## src/rtl/btn_pkg.sv

```systemverilog
// Shared definitions for the push-button debouncer: FSM state encoding and
// default timing constants for a 25 MHz pixel clock.
package btn_pkg;

   typedef enum logic [1:0] {
      IDLE      = 2'd0,
      PRESS_CHK = 2'd1,
      HELD      = 2'd2,
      REL_CHK   = 2'd3
   } btn_state_t;

   localparam int DEF_DEBOUNCE_CYCLES = 500_000;     // 20 ms
   localparam int DEF_REPEAT_EN       = 1;
   localparam int DEF_REPEAT_DELAY    = 12_500_000;  // 0.5 s
   localparam int DEF_REPEAT_PERIOD   = 5_000_000;   // 0.2 s
   localparam int DEF_CNT_W           = 24;

endpackage

```

## src/rtl/debounce_channel.sv

```systemverilog
// One button channel: 2-FF synchroniser, bounce filter FSM with registered
// press pulse and debounced level, plus optional auto-repeat while held.
module debounce_channel
   import btn_pkg::*;
#(
   parameter int DEBOUNCE_CYCLES = DEF_DEBOUNCE_CYCLES,
   parameter int REPEAT_EN       = DEF_REPEAT_EN,
   parameter int REPEAT_DELAY    = DEF_REPEAT_DELAY,
   parameter int REPEAT_PERIOD   = DEF_REPEAT_PERIOD,
   parameter int CNT_W           = DEF_CNT_W
) (
   input  logic vgaclk,
   input  logic rst,
   input  logic btn,
   output logic pulse,
   output logic lvl
);

   localparam logic [CNT_W-1:0] DEB_LAST = CNT_W'(DEBOUNCE_CYCLES - 1);
   localparam logic [CNT_W-1:0] DLY_LAST = CNT_W'(REPEAT_DELAY - 1);
   localparam logic [CNT_W-1:0] PER_LAST = CNT_W'(REPEAT_PERIOD - 1);

   btn_state_t       state;
   logic             sync1;
   logic             s;
   logic [CNT_W-1:0] cnt;
   logic [CNT_W-1:0] rcnt;
   logic             rep_later;  // 0 until the first repeat pulse of a press

   // NOTE: every register here, synchroniser included, uses <= so all
   // stages sample the values from before the edge.
   always_ff @(posedge vgaclk) begin
      if (rst) begin
         sync1     <= 1'b0;
         s         <= 1'b0;
         state     <= IDLE;
         cnt       <= '0;
         rcnt      <= '0;
         rep_later <= 1'b0;
         pulse     <= 1'b0;
         lvl       <= 1'b0;
      end else begin
         sync1 <= btn;
         s     <= sync1;
         pulse <= 1'b0;
         case (state)
            IDLE: begin
               if (s) begin
                  state <= PRESS_CHK;
                  cnt   <= '0;
               end
            end
            PRESS_CHK: begin
               if (!s) begin
                  state <= IDLE;
               end else if (cnt == DEB_LAST) begin
                  state     <= HELD;
                  pulse     <= 1'b1;
                  lvl       <= 1'b1;
                  rcnt      <= '0;
                  rep_later <= 1'b0;
               end else begin
                  cnt <= cnt + 1'b1;
               end
            end
            HELD: begin
               // A release candidate freezes rcnt so a glitch resumes the schedule.
               if (!s) begin
                  state <= REL_CHK;
                  cnt   <= '0;
               end else if (REPEAT_EN != 0) begin
                  if (rcnt == (rep_later ? PER_LAST : DLY_LAST)) begin
                     pulse     <= 1'b1;
                     rcnt      <= '0;
                     rep_later <= 1'b1;
                  end else begin
                     rcnt <= rcnt + 1'b1;
                  end
               end
            end
            REL_CHK: begin
               if (s) begin
                  state <= HELD;
               end else if (cnt == DEB_LAST) begin
                  state <= IDLE;
                  lvl   <= 1'b0;
               end else begin
                  cnt <= cnt + 1'b1;
               end
            end
            default: state <= IDLE;
         endcase
      end
   end

endmodule

```

## src/rtl/btn_debounce.sv

```systemverilog
// Two independent debounced button channels feeding the picture selector
// with single-cycle press pulses and debounced levels.
module btn_debounce
   import btn_pkg::*;
#(
   parameter int DEBOUNCE_CYCLES = DEF_DEBOUNCE_CYCLES,
   parameter int REPEAT_EN       = DEF_REPEAT_EN,
   parameter int REPEAT_DELAY    = DEF_REPEAT_DELAY,
   parameter int REPEAT_PERIOD   = DEF_REPEAT_PERIOD,
   parameter int CNT_W           = DEF_CNT_W
) (
   input  logic vgaclk,
   input  logic rst,
   input  logic btn1,
   input  logic btn2,
   output logic btn1_de,
   output logic btn2_de,
   output logic btn1_lvl,
   output logic btn2_lvl
);

   debounce_channel #(
      .DEBOUNCE_CYCLES (DEBOUNCE_CYCLES),
      .REPEAT_EN       (REPEAT_EN),
      .REPEAT_DELAY    (REPEAT_DELAY),
      .REPEAT_PERIOD   (REPEAT_PERIOD),
      .CNT_W           (CNT_W)
   ) u_ch1 (
      .vgaclk (vgaclk),
      .rst    (rst),
      .btn    (btn1),
      .pulse  (btn1_de),
      .lvl    (btn1_lvl)
   );

   debounce_channel #(
      .DEBOUNCE_CYCLES (DEBOUNCE_CYCLES),
      .REPEAT_EN       (REPEAT_EN),
      .REPEAT_DELAY    (REPEAT_DELAY),
      .REPEAT_PERIOD   (REPEAT_PERIOD),
      .CNT_W           (CNT_W)
   ) u_ch2 (
      .vgaclk (vgaclk),
      .rst    (rst),
      .btn    (btn2),
      .pulse  (btn2_de),
      .lvl    (btn2_lvl)
   );

endmodule

```

## config.mk

```make
export PLATFORM = sky130hd
export DESIGN_NAME = btn_debounce
export DESIGN_NICKNAME = d
export VERILOG_FILES = /design/src/rtl/btn_pkg.sv /design/src/rtl/debounce_channel.sv /design/src/rtl/btn_debounce.sv
export SDC_FILE = /design/constraint.sdc
export NUM_CORES = 1
export LEC_CHECK = 0
export BUFFER_PORTS_ARGS = -buffer_cell sky130_fd_sc_hd__buf_2
export CORE_ASPECT_RATIO = 1.1
export CORE_MARGIN = 4
export CORE_UTILIZATION = 35
export CTS_CLUSTER_DIAMETER = 50
export CTS_CLUSTER_SIZE = 28
export DETAILED_ROUTE_END_ITERATION = 12
export GPL_TIMING_DRIVEN = 0
export MAX_ROUTING_LAYER = met4
export PLACE_DENSITY_LB_ADDON = 0.25
export RECOVER_POWER = 50
export SETUP_SLACK_MARGIN = 0.02
export SLEW_MARGIN = 10
export SYNTH_ARGS = -nofsm -noshare
export SYNTH_HDL_FRONTEND = slang
export SYNTH_SLANG_ARGS = --single-unit
```

## constraint.sdc

```tcl
create_clock -name vgaclk -period 2.4 [get_ports vgaclk]
set_input_delay 0.24 -clock vgaclk [delete_from_list [all_inputs] [get_ports vgaclk]]
set_output_delay 0.24 -clock vgaclk [all_outputs]
set_load 0.02 [all_outputs]
```

==> results.tsv, run 1 <==
metric	value	unit
status	finished clean	
cts.path.max_buffers	2	
fin_util	40.6	%
cp-start-kind	flip-flop	
clock_power_share	38.8	%
area_growth	14.5	%
setup_viol_count_final	0	
nets	747	
floorplan.initialDensity	35.5	%
core	16300	um2
postSynthAreaPerCell	8.12	um2
synthFlopType	dfxtp_1	
synth_common_cells	dfxtp_1, nor2_1, o21ai_0	
hold_viol_final	0	
p_seq_share	47.4	%
drtIter0Drc	300	
rows	49	
crit_top_cell	or4_1	
synth_edf_count	0	
synth_warnings	0	
cts.clk_slew.worst_paths	0.07	ns
vias_per_cell	5.58	
via_count	5246	
cp.arrival	2.63	ns
crit_required	2.68	ns
place_congestion	0.895	
synth_most_common_cell	dfxtp_1	
synth_top_area_cell	dfxtp_1	
yosys-top-cells-area	dfxtp_1, nor2_1, xor2_1	
period_needed	2.35	ns
p_comb_share	13.8	%
maxSlewViolCount	0	
leakage	2.17	nW
rsz0062_at_grt	true	
hp-class	in -> reg	
grt_max_degree	19	
max_freq	426	MHz
grtUsageTotal	15.9	%
drc	0	
powerDensity	591	nW/um2
crit_type	reg -> reg	
p_sw	1.09	mW
n_antenna_cell	0	
cts_made_buffers	9	
die_width	131	um
grt_pass1_vias	4950	
cts_root_buf	clkbuf_16	
synthArstFlopShare	0	%
antenna_left	0	
worst_pin_slew	0.613	ns
setup.worst_path.end_class	flip-flop	
seq_area_frac_synth	38.1	%
syn_inst	713	
detail_route.wirelength	13800	um
crit_chain	inv_1 -> ha_2 -> nor3_4 -> a21oi_2 -> or4_1 -> buf_2 -> or4_1 -> a21oi_1	
pin_count	8	
die-area	18700	um2
clock_sinks	110	
vdd_ir_drop_max	0.354	mV
dp_hpwl	9700	um
tritoncts	yes	
grt-ovfl-total	0	
finalCritPeriodShare	97.8	%
wl_per_cell	14.7	um
internal-power	2.83	mW
antenna_found_initial	0	
place.port_buffers	7	
yosys.cell_types.count	63	
fin_tns_setup	0	ns
ys_seq_elements	110	
drive_gt1_share	13.3	%
drv_cap	0	
slowest_delay	0.52	ns
slew_headroom	59.2	%
die_h	143	um
syn-num-nets	729	
place_inst	924	
crit_path_max_fanout	8	
drtPass1Iterations	5	
swShare	27.8	%
skew	0.00722	ns
clock_latency	0.35	ns
critPathSlowestCell	or4_1	
syn_area	5790	um2
grt_pass1_wl	24000	um
finalNonFillerCells	940	
h-tree-depth	3	
synth_top_area_share	38.1	%
[placed cells by master, fill, tap and decap left out, types with 5 or more instances in the layout]
cell type,synthesis,routed
nand3_1,35,34
and2_1,9,9
clkbuf_16,0,9
nand4_1,34,34
nor4b_1,8,7
nor4_1,11,11
dfxtp_1,110,104
o21ai_0,44,41
buf_2,6,7
o211ai_1,5,5
nand2_1,43,42
or3_1,7,7
clkbuf_1,22,18
nand2b_1,7,6
a21oi_1,40,38
or2_2,6,6
nor3_1,37,28
clkbuf_2,2,7
and4_1,10,8
ha_1,12,6
xor2_1,27,27
or4_1,10,8
and3_1,24,23
nor2_1,80,79
nor3_2,1,9
inv_1,22,21
nor2b_1,7,7
xnor2_1,26,26
buf_4,0,5
[final cells by class]
class	instances	area, um2
Fill cell	1610	9680
Multi-Input combinational cell	547	3550
Sequential cell	110	2210
Tap cell	204	255
Clock buffer	10	229
Buffer	31	169
Inverter	22	82.6
Clock inverter	6	70.1
Timing Repair Buffer	10	51.3
[cell families after synthesis]
group	Yosys count	synth area share, %
AND/OR/NAND/NOR	345	32.5
AO/OA/AOI/OAI	133	14.1
flip-flops	110	38.1
buffers and inverters	56	4.06
XOR/XNOR	53	8.02
adder cells (fa/ha/maj)	12	2.59
multiplexers	4	0.692
[layer usage]
layer / part of all wire [%] / GRT usage, % / vias up
met5: 0 / - / -
met4: 1.2 / 4.55 / 0
met3: 3.2 / 3.29 / 13
met2: 49 / 25.9 / 85
met1: 47 / 20.0 / 2519
li1: - / - / 2629
[flip-flops by register name (all words and copies together), names as in the netlist, named ones only]
register         count
u_ch1.cnt           24
u_ch1.lvl            1
u_ch1.pulse          1
u_ch1.rcnt          24
u_ch1.rep_later      1
u_ch1.s              1
u_ch1.state          1
u_ch1.sync1          1
u_ch2.cnt           24
u_ch2.lvl            1
u_ch2.pulse          1
u_ch2.rcnt          24
u_ch2.rep_later      1
u_ch2.s              1
u_ch2.state          1
u_ch2.sync1          1
[worst paths after layout]
kind,slack [ns],depth (start not counted),start,to
setup / recovery,0.05,8,flip-flop,u_ch2.cnt[15]
setup reg to reg,0.05,8,flip-flop,u_ch2.cnt[15]
hold / removal,0.1,2,btn1,u_ch1.sync1
hold reg to reg,0.45,1,u_ch2.sync1,u_ch2.s
[repair_timing]
item                                    4_1_cts  5_1_grt
pin swaps                                     0        3
buffers inserted                              0        3
hold buffers                                  0        0
gates cloned                                  0        0
gates resized for setup                      27       49
endpoints found under the setup margin       69       85
[worst max-delay path: cells and delay by family, from the launching register on]
family / cells / cell delay, ns
AO/OA/AOI/OAI: 2 / 0.26
adder cells (fa/ha/maj): 1 / 0.22
buffers and inverters: 2 / 0.23
flip-flops: 1 / 0.37
AND/OR/NAND/NOR: 3 / 1.20
[power by group through the flow]
stage	clock network, mW	logic [mW]	registers, mW
final	1.52	0.541	1.86
after floorplan	0	0.342	1.89
after detailed placement	0	0.469	1.90
after global routing	1.64	0.601	1.86
after global placement	0	0.463	1.89
after CTS	1.57	0.493	1.85
[per-stage QoR]
step	power [mW]	hold WS, ns	cell area, um2	setup WS, ns
4_1_cts	3.92	0.0819	6450	0.0259
3_3_place_gp	2.36	0.433	6080	-0.320
2_1_floorplan	2.23	0.368	5790	0.0597
3_5_place_dp	2.36	0.448	6080	-0.335
5_1_grt	4.10	0.0774	6620	-0.0483
6_report	3.91	0.0960	6620	0.0525
(Power assumes the default switching activity.)
==> run 2: changes to the inputs <==
- CORE_UTILIZATION: 35 -> 30
==> results.tsv, run 2 (synthesis gave the netlist of run 1 again) <==
metric	value	unit	change
status	finished clean		unchanged
use_met3	3.11	%	was 3.29%
setup_viol_count_final	0		unchanged
maxSlewViolCount	0		unchanged
worstRegToRegCells	8		unchanged
powerDensity	575	nW/um2	was 591 nW/um2
period_needed	2.28	ns	was 2.35 ns
r2r_setup_slack	0.12	ns	was 0.05 ns
grtUsageTotal	13.4	%	was 15.9%
finalPower	3.86	mW	was 3.91 mW
leakage	2.18	nW	was 2.17 nW
vias_per_cell	5.23		was 5.58
cts.clk_slew.worst_paths	0.07	ns	about the same
p_seq_share	48.2	%	was 47.4%
cts.path.max_buffers	2		unchanged
finalCritPeriodShare	95.0	%	was 97.8%
drc	0		unchanged
slew_headroom	59.7	%	was 59.2%
core	19000	um2	was 16300 um2
antenna_found_initial	0		unchanged
ctsHoldBuffers	0		unchanged
pin_count	8		unchanged
n_antenna_cell	0		unchanged
grt_pass1_wl	23500	um	was 24000 um
hp-class	in -> reg		unchanged
die-area	21600	um2	was 18700 um2
place.port_buffers	7		unchanged
area_growth	16.0	%	was 14.5%
internal-power	2.76	mW	was 2.83 mW
skew	0.0101	ns	was 0.00722 ns
nets	752		was 747
p_comb_share	15.2	%	was 13.8%
grt_max_degree	17		was 19
floorplan.initialDensity	30.4	%	was 35.5%
hold_viol_final	0		unchanged
dp_hpwl	9730	um	was 9700 um
die_width	140	um	was 131 um
grt_pass1_vias	4809		was 4950
clock_sinks	110		unchanged
cp.arrival	2.57	ns	was 2.63 ns
min_delay_path_depth	2		unchanged
drtIter0Drc	315		was 300
drive_gt1_share	14.2	%	was 13.3%
worst_pin_slew	0.605	ns	was 0.613 ns
crit_path_max_fanout	5		was 8
vdd_ir_drop_max	0.339	mV	was 0.354 mV
cp-start-kind	flip-flop		unchanged
h-tree-depth	3		unchanged
drtPass1Iterations	5		unchanged
use_met2	21.4	%	was 25.9%
rows	53		was 49
via_count	5150		was 5246
place_congestion	0.827		was 0.895
p_sw	1.10	mW	was 1.09 mW
cts_root_buf	clkbuf_16		unchanged
detail_route.wirelength	14100	um	was 13800 um
final_common_cell	dfxtp_1		unchanged
wl_per_cell	14.3	um	was 14.7 um
tritoncts	yes		unchanged
setup.worst_path.end_class	flip-flop		unchanged
cts_made_buffers	9		unchanged
crit_required	2.69	ns	was 2.68 ns
holdWs	0.0996	ns	was 0.0960 ns
drv_cap	0		unchanged
clock_power_share	36.7	%	was 38.8%
crit_type	reg -> reg		unchanged
swShare	28.4	%	was 27.8%
die_h	154	um	was 143 um
busiest_layer	met2		unchanged
antenna_left	0		unchanged
mostFrequentLayoutCells	dfxtp_1, nor2_1, nand2_1		unchanged
grt_use_met1	16.8	%	was 20.0%
nFillCells	1960		was 1610
clock_latency	0.36	ns	was 0.35 ns
grt-ovfl-total	0		unchanged
max_freq	439	MHz	was 426 MHz
==> run 2: power by group through the flow <==
stage	clock [mW]	combinational (mW)	sequential, mW
after floorplan	0	0.342	1.89
after global placement	0	0.479	1.90
after detailed placement	0	0.477	1.90
after CTS	1.47	0.512	1.85
after global routing	1.53	0.652	1.86
final	1.41	0.585	1.86
==> run 2: path summary, 6_finish.rpt <==
check,start,to
worst max-delay path,u_ch2.state[0],u_ch2.cnt[15]
worst min-delay path,btn1,u_ch1.sync1
worst max register to register,u_ch2.state[0],u_ch2.cnt[15]
worst min register to register,u_ch1.sync1,u_ch1.s
==> run 2: area by class of cell <==
cell class / instances / area [um2] / area share [%]
multi-input combinational: 547 / 3580 / 53.3
clock inverter: 3 / 22.5 / 0.336
tap: 247 / 309 / 4.60
inverter: 22 / 86.3 / 1.29
clock buffer: 10 / 239 / 3.56
buffer: 31 / 176 / 2.63
timing repair buffer: 15 / 85.1 / 1.27
sequential: 110 / 2210 / 33.0
==> run 2: timing repair <==
action                                  CTS  global route
endpoints found under the setup margin   73            82
gates resized for setup                  30            61
setup buffers                             0             8
pin swaps                                 0             8
==> run 2: worst max-delay path, stage by stage, from the launching register on <==
cell and delay, ns:
dfxtp_4 0.38, clkinvlp_4 0.15, ha_4 0.20, nor3_4 0.20
a21oi_4 0.06, or4_4 0.53, buf_6 0.14, or4_1 0.39
a21oi_1 0.13
==> run 2: per-stage QoR <==
stage	worst slack, ns	utilization, %	instance area [um2]	instances	setup TNS [ns]
floorplan	0.0597	-	5790	713	0
global placement	-0.430	32.2	6130	967	-13.20
detailed placement	-0.385	32.2	6130	967	-11.57
CTS	0.0255	34.0	6480	977	0
global route	-0.0139	35.3	6710	985	-0.0139
finish	0.120	35.3	6710	985	0
==> run 2: per-layer routing <==
layer | vias up | part of all wire (%)
met4 | 0 | 1.8
li1 | 2638 | -
met3 | 18 | 3.0
met5 | - | 0
met2 | 70 | 47
met1 | 2424 | 48
==> run 3: changes to the inputs <==
- ABC_AREA: default -> 1
==> results.tsv, run 3 <==
metric	value	unit	change
cts.path.max_buffers	2		unchanged
place_congestion	0.902		was 0.827
post_dp_cell_area	7000	um2	was 6130 um2
slowest_delay	0.41	ns	was 0.53 ns
n_antenna_cell	0		unchanged
p_comb_share	36.1	%	was 15.2%
drive_gt1_share	5.25	%	was 14.2%
ys_seq_elements	110		unchanged
rows	56		was 53
grt-ovfl-total	0		unchanged
crit_type	reg -> reg		unchanged
cp-start-kind	flip-flop		unchanged
hold_path_startpoint	btn2		was btn1
cp.arrival	2.49	ns	was 2.57 ns
crit_family	buffers and inverters		was simple AND/OR/NAND/NOR gates
mostFrequentLayoutCells	nand2_1, nor2_1, inv_1		was dfxtp_1, nor2_1, nand2_1
drtPass1Iterations	7		was 5
clock_sinks	110		unchanged
grtUsageTotal	15.4	%	was 13.4%
die_h	164	um	was 154 um
syn-num-nets	1096		was 729
crit_path_max_fanout	10		was 5
floorplan.initialDensity	30.7	%	was 30.4%
r2r_setup_slack	0.20	ns	was 0.12 ns
wl_per_cell	12.7	um	was 14.3 um
worstRegToRegCells	10		was 8
powerDensity	801	nW/um2	was 575 nW/um2
internal-power	3.52	mW	was 2.76 mW
drc	0		unchanged
drv_cap	0		unchanged
hp-class	in -> reg		unchanged
antenna_found_initial	0		unchanged
postLayoutCellArea	7370	um2	was 6710 um2
core	21500	um2	was 19000 um2
area_growth	11.7	%	was 16.0%
detail_route.wirelength	17600	um	was 14100 um
period_needed	2.20	ns	was 2.28 ns
synth_edf_count	0		unchanged
ctsHoldBuffers	0		unchanged
grt_max_degree	20		was 17
grt_pass1_wl	30200	um	was 23500 um
leakage	2.83	nW	was 2.18 nW
crit_top_cell	inv_1		
crit_chain	inv_1 -> ha_1 -> inv_1 -> o21ai_0 -> nor2_2 -> nand2_1 -> inv_2 -> clkbuf_4 -> nand3b_1 -> a21oi_1		was clkinvlp_4 -> ha_4 -> nor3_4 -> a21oi_4 -> or4_4 -> buf_6 -> or4_1 -> a21oi_1
status	finished clean		unchanged
die_width	149	um	was 140 um
seq_area_frac_synth	33.4	%	was 38.1%
synth_top_area_share	33.4	%	was 38.1%
syn_area	6600	um2	was 5790 um2
min_delay_path_depth	3		was 2
vdd_ir_drop_max	0.345	mV	was 0.339 mV
rsz0062_at_grt	false		
grt_pass1_vias	6240		was 4809
clock_power_share	30.7	%	was 36.7%
setup.worst_path.end_class	flip-flop		unchanged
via_count	6570		was 5150
syn_inst	1080		was 713
dp_hpwl	13200	um	was 9730 um
p_sw	2.38	mW	was 1.10 mW
pin_count	8		unchanged
final_common_cell	nand2_1		was dfxtp_1
drtIter0Drc	457		was 315
yosys-top-cells-area	dfxtp_1, nand2_1, nor2_1		was dfxtp_1, nor2_1, xor2_1
fin_tns_setup	0	ns	unchanged
critPathSlowestCell	dfxtp_1		was or4_4
cts.clk_slew.worst_paths	0.07	ns	about the same
r2r_start	u_ch2.state[0]		unchanged
max_freq	455	MHz	was 439 MHz
cts_root_buf	clkbuf_16		unchanged
h-tree-depth	3		unchanged
synth_common_cells	nand2_1, nor2_1, inv_1		was dfxtp_1, nor2_1, o21ai_0
place.port_buffers	7		unchanged
postSynthAreaPerCell	6.11	um2	was 8.12 um2
hold_viol_final	0		unchanged
nets	1116		was 752
slew_headroom	58.6	%	was 59.7%
synthArstFlopShare	0	%	unchanged
hold_path_end	u_ch2.sync1		was u_ch1.sync1
skew	0.0138	ns	was 0.0101 ns
finalCritPeriodShare	91.6	%	was 95.0%
cts_made_buffers	9		unchanged
worst_pin_slew	0.621	ns	was 0.605 ns
rr_endpoint	u_ch2.cnt[3]		was u_ch2.cnt[15]
antenna_left	0		unchanged
yosys.cell_types.count	38		was 63
tritoncts	yes		unchanged
setup_viol_count_final	0		unchanged
synth_warnings	0		unchanged
synth_most_common_cell	nand2_1		was dfxtp_1
synth_top_area_cell	dfxtp_1		unchanged
p_seq_share	33.3	%	was 48.2%
die-area	24400	um2	was 21600 um2
maxSlewViolCount	0		unchanged
worst-path-buf-inv	4		was 2
vias_per_cell	4.71		was 5.23
swShare	40.3	%	was 28.4%
clock_latency	0.37	ns	was 0.36 ns
synthFlopType	dfxtp_1		unchanged
crit_required	2.69	ns	about the same
[run 3: changes by cell type after synthesis, moves of 23 or more]
cell / before / now
a21oi_1: 40 / 71
inv_1: 22 / 131
nand3_1: 35 / 90
nand2_1: 43 / 291
nor2_1: 80 / 193
and3_1: 24 / 1
[run 3: cell families after synthesis]
logic type,share of synthesized area (%)
AO/OA/AOI/OAI,9.90
XOR/XNOR,1.99
adder cells (fa/ha/maj),2.28
buffers and inverters,9.56
flip-flops,33.4
AND/OR/NAND/NOR,42.9
[run 3: worst max path at each step]
stage / from / to / depth (start not counted) / slack (ns)
floorplan: u_ch2.state[0] / u_ch2.rcnt[18] / 9 / 0.47
global placement: u_ch2.state[0] / u_ch2.rcnt[22] / 9 / 0.08
global route: u_ch1.state[0] / u_ch1.cnt[9] / 10 / 0.01
detailed placement: u_ch2.state[0] / u_ch2.rcnt[10] / 9 / 0.08
CTS: flip-flop / u_ch2.cnt[3] / 10 / 0.05
finish: u_ch2.state[0] / u_ch2.cnt[3] / 10 / 0.20
[run 3: worst min-delay path, stage by stage]
cell	delay (ns)
buf_2	0.07
inv_1	0.03
nor2_1	0.06
[run 3: area by class of cell]
type / count / area, um2
Fill cell: 2438 / 14100
Multi-Input combinational cell: 812 / 3780
Sequential cell: 110 / 2200
Inverter: 135 / 509
Tap cell: 290 / 363
Clock buffer: 9 / 225
Clock inverter: 7 / 126
Buffer: 23 / 124
Timing Repair Buffer: 9 / 43.8
[run 3: power groups by stage]
stage	sequential, mW	clock (mW)	combinational (mW)
2_1_floorplan	1.99	0	1.50
3_5_place_dp	2.01	0	2.10
5_1_grt	1.98	1.94	2.39
4_1_cts	1.96	1.88	2.11
3_3_place_gp	2.01	0	2.11
6_report	1.96	1.81	2.13
[run 3: metal layers]
layer / part of all wire, % / vias up / track usage [%]
met5: 0 / - / -
met4: 1.3 / 0 / 4.49
met3: 2.8 / 18 / 2.55
met2: 46 / 95 / 24.7
met1: 50 / 2949 / 20.1
li1: - / 3508 / -
[run 3: stage by stage]
stage | total power [mW] | instances | hold slack (ns) | utilization [%] | setup slack (ns)
after CTS | 5.95 | 1393 | 0.0675 | 34.2 | 0.0542
after global routing | 6.31 | 1395 | 0.0823 | 34.3 | 0.0145
after detailed placement | 4.11 | 1377 | 0.399 | 32.5 | 0.0840
after global placement | 4.12 | 1377 | 0.394 | 32.5 | 0.0785
final | 5.90 | 1395 | 0.0804 | 34.3 | 0.202
after floorplan | 3.50 | 1080 | 0.347 | - | 0.465
[run 3: repair_timing]
action	in CTS	in global routing
gates resized for setup	0	11
endpoints found under the setup margin	0	48
buffers inserted	0	2
